==> src/rtl/store_buffer.sv <==
// store_buffer: in-order DEPTH-entry store buffer with load overlap check.
// Define STORE_BUFFER_FWD_EN to forward fully covered loads; otherwise any overlap raises load_conflict.
module store_buffer #(
    parameter int DEPTH = 4,
    parameter int CNT_W = $clog2(DEPTH) + 1
) (
    input  logic             clk,
    input  logic             reset,
    input  logic [31:0]      datafifo_addr_in,
    input  logic [31:0]      datafifo_val_in,
    input  logic [1:0]       datafifo_size_in,
    input  logic             datafifo_valid_in,
    output logic             datafifo_full,
    output logic [31:0]      mem_store_addr,
    output logic [31:0]      mem_store_val,
    output logic [1:0]       mem_store_size,
    output logic             mem_store_valid,
    input  logic             mem_store_ack,
    input  logic [31:0]      load_addr,
    input  logic [1:0]       load_size,
    input  logic             load_query_valid,
    output logic             load_hit,
    output logic [31:0]      load_fwd_data,
    output logic             load_conflict,
    output logic             empty,
    output logic [CNT_W-1:0] count
);
    localparam int PW = $clog2(DEPTH);

    logic [31:0]      addr_q [DEPTH];
    logic [31:0]      addr_d [DEPTH];
    logic [31:0]      val_q  [DEPTH];
    logic [31:0]      val_d  [DEPTH];
    logic [1:0]       size_q [DEPTH];
    logic [1:0]       size_d [DEPTH];
    logic [PW-1:0]    head_q, head_d, tail_q, tail_d;
    logic [CNT_W-1:0] count_q, count_d;
    logic             enq, deq;

    function automatic logic [3:0] byte_mask(input logic [1:0] size, input logic [1:0] a);
        byte_mask = size == 2'd0 ? 4'b0001 << a : size == 2'd1 ? 4'b0011 << a : 4'hF;
    endfunction

    assign datafifo_full   = count_q == CNT_W'(DEPTH);
    assign empty           = count_q == '0;
    assign count           = count_q;
    assign mem_store_valid = !empty;
    assign mem_store_addr  = addr_q[head_q];
    assign mem_store_val   = val_q[head_q];
    assign mem_store_size  = size_q[head_q];
    assign enq             = datafifo_valid_in && !datafifo_full;
    assign deq             = mem_store_valid && mem_store_ack;

    always_comb begin
        addr_d  = addr_q;
        val_d   = val_q;
        size_d  = size_q;
        if (enq) begin
            addr_d[tail_q] = datafifo_addr_in;
            val_d[tail_q]  = datafifo_val_in;
            size_d[tail_q] = datafifo_size_in;
        end
        head_d  = head_q + PW'(deq);
        tail_d  = tail_q + PW'(enq);
        count_d = count_q + CNT_W'(enq) - CNT_W'(deq);
    end

    always_ff @(posedge clk) begin
        if (reset) begin
            head_q  <= '0;
            tail_q  <= '0;
            count_q <= '0;
        end else begin
            head_q  <= head_d;
            tail_q  <= tail_d;
            count_q <= count_d;
        end
        for (int i = 0; i < DEPTH; i++) begin
            addr_q[i] <= addr_d[i];
            val_q[i]  <= val_d[i];
            size_q[i] <= size_d[i];
        end
    end

    // Scan oldest to youngest so the last match is the youngest overlapping store.
    logic [3:0]    lmask, emask;
    logic [PW-1:0] idx;
    logic          any_match;
`ifdef STORE_BUFFER_FWD_EN
    logic [3:0]    ymask;
    logic [31:0]   ydata, lane_mask;
`endif

    always_comb begin
        lmask     = byte_mask(load_size, load_addr[1:0]);
        emask     = '0;
        idx       = '0;
        any_match = 1'b0;
`ifdef STORE_BUFFER_FWD_EN
        ymask     = '0;
        ydata     = '0;
`endif
        for (int i = 0; i < DEPTH; i++) begin
            idx   = head_q + PW'(i);
            emask = byte_mask(size_q[idx], addr_q[idx][1:0]);
            if (CNT_W'(i) < count_q && addr_q[idx][31:2] == load_addr[31:2] && |(emask & lmask)) begin
                any_match = 1'b1;
`ifdef STORE_BUFFER_FWD_EN
                ymask     = emask;
                ydata     = val_q[idx] << {addr_q[idx][1:0], 3'b000};
`endif
            end
        end
    end

`ifdef STORE_BUFFER_FWD_EN
    assign lane_mask     = {{8{ymask[3]}}, {8{ymask[2]}}, {8{ymask[1]}}, {8{ymask[0]}}};
    assign load_hit      = load_query_valid && any_match && (ymask & lmask) == lmask;
    assign load_fwd_data = load_hit ? ydata & lane_mask : '0;
    assign load_conflict = load_query_valid && any_match && !load_hit;
`else
    assign load_hit      = 1'b0;
    assign load_fwd_data = '0;
    assign load_conflict = load_query_valid && any_match;
`endif
endmodule

==> config.mk <==
export PLATFORM = sky130hd
export DESIGN_NAME = store_buffer
export DESIGN_NICKNAME = d
export VERILOG_FILES = /design/src/rtl/store_buffer.sv
export SDC_FILE = /design/constraint.sdc
export NUM_CORES = 1
export LEC_CHECK = 0
export CAP_MARGIN = 20
export CORE_MARGIN = 4
export CORE_UTILIZATION = 55
export DETAILED_ROUTE_END_ITERATION = 8
export PLACE_DENSITY = 0.8
export SLEW_MARGIN = 30
export SYNTH_ARGS = -nofsm -noshare
export SYNTH_HDL_FRONTEND = slang
export SYNTH_SLANG_ARGS = --single-unit
==> constraint.sdc <==
create_clock -name clk -period 8.4 [get_ports clk]
set_input_delay 2.1 -clock clk [delete_from_list [all_inputs] [get_ports clk]]
set_output_delay 2.1 -clock clk [all_outputs]
set_load 0.02 [all_outputs]
* Word level (Yosys, flattened, before mapping)
Cells that the tools add are included.
W data, S select, Z words.
** Word-level totals
- ROM bits :: 0
- Memories kept :: 0
- Output and inout port bits :: 106
- Bits in registers :: 271
- Latch bits :: 0
- Input port bits :: 105
- Word-level logic and storage cells :: 133
- Memory bits (writable) :: 0
** Cells by class
- Shift-type cells :: 10
- Bitwise logic cells :: 9
- Eq/ne operators :: 10
- Reductions and logical operators :: 24
- Order comparisons :: 10
- Multiply operators :: 0
- Divide/modulo/power cells :: 0
- Add/subtract/negate cells :: 7
- Muxes and demuxes :: 48
** Operator list (count)
- $mux W32 :: 11
- $bmux W32 S2 :: 5
- $bwmux W128 :: 2
- $eq A30 B30 Y1 :: 4
- $demux W32 S2 :: 1
- $mux W4 :: 10
- $shl A1 B2 Y4 const A :: 5
- $shl A2 B2 Y4 const A :: 5
- $mux W2 :: 9
- $and A4 B4 Y4 :: 4
- $bmux W2 S2 :: 4
- $reduce_or A4 Y1 :: 4
- $ge A3 B3 Y1 const B :: 5
- $not A2 Y3 :: 5
- $logic_and A1 B1 Y1 :: 12
- $eq A2 B1 Y1 const B :: 5
- $logic_not A2 Y1 :: 5
- $bwmux W8 :: 1
- $lt A1 B3 Y1 const A :: 2
- $lt A2 B3 Y1 const A :: 2
- $add A2 B1 Y2 :: 2
- $add A2 B2 Y2 const B :: 2
- $demux W2 S2 :: 1
- $mux W1 :: 4
- 7 further kinds :: 8

* Depth between registers and ports, before layout
- Depth in word-level cells :: 15
- Depth in mapped cells :: 17
- Depth with buffers taken out :: 11

* Worst setup path after synthesis
No wires, ideal clock.
- Kind :: input to register
- Start :: input datafifo_valid_in
- End :: register addr_q[64] (netlist bit), enable pin
- Path slack :: 0.764 ns
- Data arrival time :: 7.051 ns
- Path buffers :: 0
- Stages on the path :: 2
- Setup time :: 0.585 ns
- Data required time :: 7.815 ns
- Cell sequence :: nand2b_1 > nor3b_1
** On the way
- Cells in the longest elaborated chain, start to end :: 1
** RTL lines
- from (decl) :: line 12 : input logic datafifo_valid_in,
- $logic_and A1 B1 Y1 :: line 51 : assign enq = datafifo_valid_in && !datafifo_full;
- to (signal, indexed assignment) :: line 79 : addr_q[i] <= addr_d[i];
- to (decl) :: line 30 : logic [31:0] addr_q [DEPTH];
Every way passes these cells.
A chain may end at the register's enable or synchronous reset.

* Final worst setup path
- Start :: input load_addr[16]
- End :: output load_conflict
** On the way
- Cells in the longest elaborated chain, start to end :: 8
- Elaborated cells between the ends (all ways) :: 17
- Those cells by class :: eq/ne (4); mux (4); reduce/logical (9)
** RTL lines
- from (decl) :: line 19 : input logic [31:0] load_addr,
- $eq A30 B30 Y1 :: line 106 : if (CNT_W'(i) < count_q && addr_q[idx][31:2] == load_addr[31:2] && |(emask & lmask)) begin
- $logic_and A1 B1 Y1 (2 in a row) :: line 106
- $mux W1 (3 in a row) :: line 106
- $mux W1 (*) :: line 106
- $logic_and A1 B1 Y1 (*) :: line 124 : assign load_conflict = load_query_valid && any_match;
- to (decl) :: line 24 : output logic load_conflict,
Mark *: on every way between the ends. The rest lies on a longest branch, timed or not.

==> summary.md <==
| Metric | Value |
|---|---|
| Post-synthesis average cell area | `14.7 µm²` |
| Count of cell instances traversed by the critical path | `9` |
| Maximum ir drop on the vdd rail | `0.234 mV` |
| Routed via count | `9,549` |
| Routed WL per cell | `25.2 µm` |
| Overall die width | `173 µm` |
| FFs w/ async S/R, synth | `0%` |
| DPL Wire Length | `28,000 µm` |
| Yosys Warn Count | `0` |
| Setup Total Neg Slack | `0 ns` |
| Period utilisation layout | `87.9%` |
| Headroom to the max-slew limit | `44.0%` |
| Count of unique library cells instantiated by Yosys | `67` |
| Nets | `1,310` |
| Kind of start point of the critical path | `primary input` |
| Area growth from synthesis to layout | `18.7%` |
| Crit path capture type | `primary output` |
| Internal power summed over all cells | `3340 µW` |
| Origin of the worst setup path | `load_addr[16]` |
| First-pass GRT wire length | `58,600 µm` |
| Die footprint | `29,900 µm²` |
| Crit path buffers/inverters | `3` |
| Setup slack of the most critical reg-to-reg path | `5.57 ns` |
| Remaining antenna violation count after routing | `0` |
| Clk pwr share | `24.6%` |
| Worst R2R End | `addr_q[44]` |
| Reg2Reg Launch Point | `count[2]` |
| Final routed DRC violation total | `0` |
| Post-route worst hold slack | `0.630 ns` |
| Endpoint of the worst setup timing path | `load_conflict` |
| Type of the setup path with the least slack | `in -> out` |
| Clock network latency to the later pin of the worst-skew pair | `0.54 ns` |
| Number of endpoints with negative hold slack in the final report | `0` |
| Sequential element share of the synthesized area | `54.0%` |
| Placed cells | `1,488` |
| Post-place instance area | `16,800 µm²` |
| Biggest fanout along the worst timing path | `7` |
| Largest net degree at the start of global routing | `62` |
| Area of the core | `26,900 µm²` |
| Ratio of cells with drive above 1 in the final layout | `15.4%` |
| Worst-path cell with the longest stage delay | `clkdlybuf4s50_1` |
| Sequential share of power | `34.5%` |
| Leak pwr | `0.00579 µW` |
| Cell at the root of the clock tree | `clkbuf_16` |
| Violation count after the first detailed-route iteration | `952` |
| Worst min-delay path category | `reg -> reg` |
| Max Cap Viol | `0` |
| Initial Util | `55.6%` |
| Synth area leader | `edfxtp_1` |
| Overall global routing resource usage | `25.1%` |
| Unrepaired setup endpoints after global routing | `no` |
| Synth Instances | `1,020` |
| TritonCTS clock tree | `yes` |
| Max H-tree Level | `1` |
| Std-Cell Rows | `60` |
| GR Overflow Total | `0` |
| Number of buffers created by CTS | `29` |
| Post-CTS Hold Fix Bufs | `0` |
| Final count of negative-setup-slack endpoints | `0` |
| Biggest cell delay along the critical path | `0.69 ns` |
| Post-synth EDFFs | `264` |
| Worst Clk Skew | `0.0151 ns` |
| Initial DRT Pass Iterations | `5` |
| Switching share of total power | `34.7%` |
| FILL cells | `1,901` |
| Post-layout minimum cycle time | `7.38 ns` |
| Most common cell after layout, fill and taps aside | `edfxtp_1` |
| Io pins | `211` |
| Final std cells w/o fill | `1,542` |
| NetSw | `1780 µW` |
| Register bit total from synthesis | `271` |
| Transition time of the tightest slew-check pin | `0.838 ns` |
| Required arrival time at the worst endpoint | `6.30 ns` |
| Final-report max-slew violation count | `0` |
| Top_reg_cell synth | `edfxtp_1` |
| Vertical die dimension | `173 µm` |
| Most frequent cells in the layout | `edfxtp_1 (264), clkdlybuf4s50_1 (177), mux2i_1 (99)` |
| Placer's final routability congestion estimate | `0.982` |
| Count of instances resized after the clock tree is built | `0` |
| Top cells by area, synth | `edfxtp_1 (53%), mux4_2 (14%), mux2i_1 (6.6%), xnor2_1 (4.2%), ha_1 (2.2%)` |
| Max Fclk | `135 MHz` |
| Worst Reg2Reg Path Length in Cells | `7` |
| Combinational fraction of design power | `40.9%` |
| Clock-pin transition on the worst setup and hold timing paths | `0.06 ns` |
| Routed via count divided by cell count | `6.19` |
| Post-route cell area | `17,800 µm²` |
| Arrival time of data at the critical path endpoint | `5.28 ns` |
| Buffers inserted during post-CTS setup optimization | `0` |
| Via count of the first global-routing pass | `9,693` |
| Fraction of post-synthesis cell area in the top cell type by area | `53.0%` |
| Total number of clock tree sinks | `271` |
| Max clock buf depth | `3` |
| Initial antenna violation count | `3` |
| Ordered list of cells on the worst path | `clkdlybuf4s50_1 -> inv_1 -> a222oi_1 -> o2111ai_1 -> nor3_1 -> o2111ai_1 -> o32ai_2 -> a221o_1 -> clkdlybuf4s50_1` |
| PortBufs | `177` |
| Power Total | `5120 µW` |
| Run status | `complete, no violations` |
| Total power per unit cell area | `288 nW/µm²` |
| Category of cells accounting for the largest share of critical-path delay | `buffers and inverters` |
| Overall routed net length | `38,800 µm` |
| Netlist area before placement | `15,000 µm²` |
[Yosys cell counts (2+ instances only)]
library cell,n
inv_1,29
or2_2,7
a22oi_1,7
buf_1,7
xnor2_1,71
mux2i_1,99
buf_2,20
nand4_1,22
and2_1,3
nand3_1,7
mux2_4,2
clkbuf_1,20
o22a_1,2
a211o_1,2
o22ai_1,17
o211ai_1,5
a31oi_1,3
mux2_2,8
nand2_1,42
nor3_1,10
dfxtp_1,7
a21oi_1,29
ha_1,26
a2111o_1,2
a2111oi_0,5
a211oi_1,12
a22o_1,3
edfxtp_1,264
buf_4,40
or4b_1,2
o2111ai_1,3
a221o_1,3
nor2_1,34
nand2b_1,4
xor2_1,21
or4_1,3
nor2b_1,12
o2bb2ai_1,3
mux2i_2,4
o21ai_0,22
nor4_1,10
buf_6,12
mux4_2,92
[registers in the layout (all words and copies together) (netlist names)]
name    count
head_q      2
val_q     128
tail_q      2
size_q      8
count       3
addr_q    128
[through the flow]
stage	setup WS [ns]	util (%)
after global routing	0.865	66.0
after CTS	1.09	66.0
after detailed placement	1.10	62.5
final	1.02	66.0
after floorplan	0.764	-
after global placement	1.05	62.4
[per-layer routing]
metal	vias up	track usage [%]	wire [µm]
met2	451	41.4	18800
met1	4745	34.1	15600
li1	4268	-	-
met4	4	7.45	1190
met3	81	5.31	3170
met5	-	0	27
[final cells by class]
cell class | count | area (µm²) | area share [%]
Sequential cell | 271 | 8080 | 45.5
Multi-Input combinational cell | 651 | 6260 | 35.3
Timing Repair Buffer | 195 | 1930 | 10.9
Clock buffer | 32 | 737 | 4.15
Tap cell | 341 | 427 | 2.40
Clock inverter | 21 | 208 | 1.17
Inverter | 30 | 113 | 0.634
Antenna cell | 1 | 2.50 | 0.0141
[worst reg2reg max path: cells and delay by family, from the launching register on]
family                 cells  cell delay, ns
AND/OR/NAND/NOR            4            1.08
buffers and inverters      3            0.98
flip-flops                 1            0.38
[how the worst min path moves through the flow]
stage | startpoint | to | cells past startpoint
floorplan | tail_q[1] | tail_q[1] | 2
global placement | tail_q[1] | tail_q[1] | 2
detailed placement | tail_q[1] | tail_q[1] | 2
CTS | tail_q[1] | tail_q[1] | 2
global route | tail_q[1] | tail_q[1] | 2
finish | tail_q[1] | tail_q[1] | 2
[kinds of logic (layout without fill, tap and decap cells)]
kind of cell,count (synthesis),after routing,synth area share (%)
flops,271,271,54.0
mux,206,206,21.7
simple gates,162,162,5.47
compound gates,131,131,5.97
buf+inv,130,278,5.15
xor+xnor,92,92,5.39
fa+ha+maj,27,27,2.31
other cells,1,34,0.0251
[power by group through the flow]
stage | logic, µW | clock network, µW | registers [µW]
5_1_grt | 2220 | 1350 | 1780
6_report | 2090 | 1260 | 1770
3_5_place_dp | 2090 | 0 | 1800
4_1_cts | 2100 | 1290 | 1770
2_1_floorplan | 1440 | 0 | 1750
3_3_place_gp | 2060 | 0 | 1790
(Power assumes the default switching activity.)
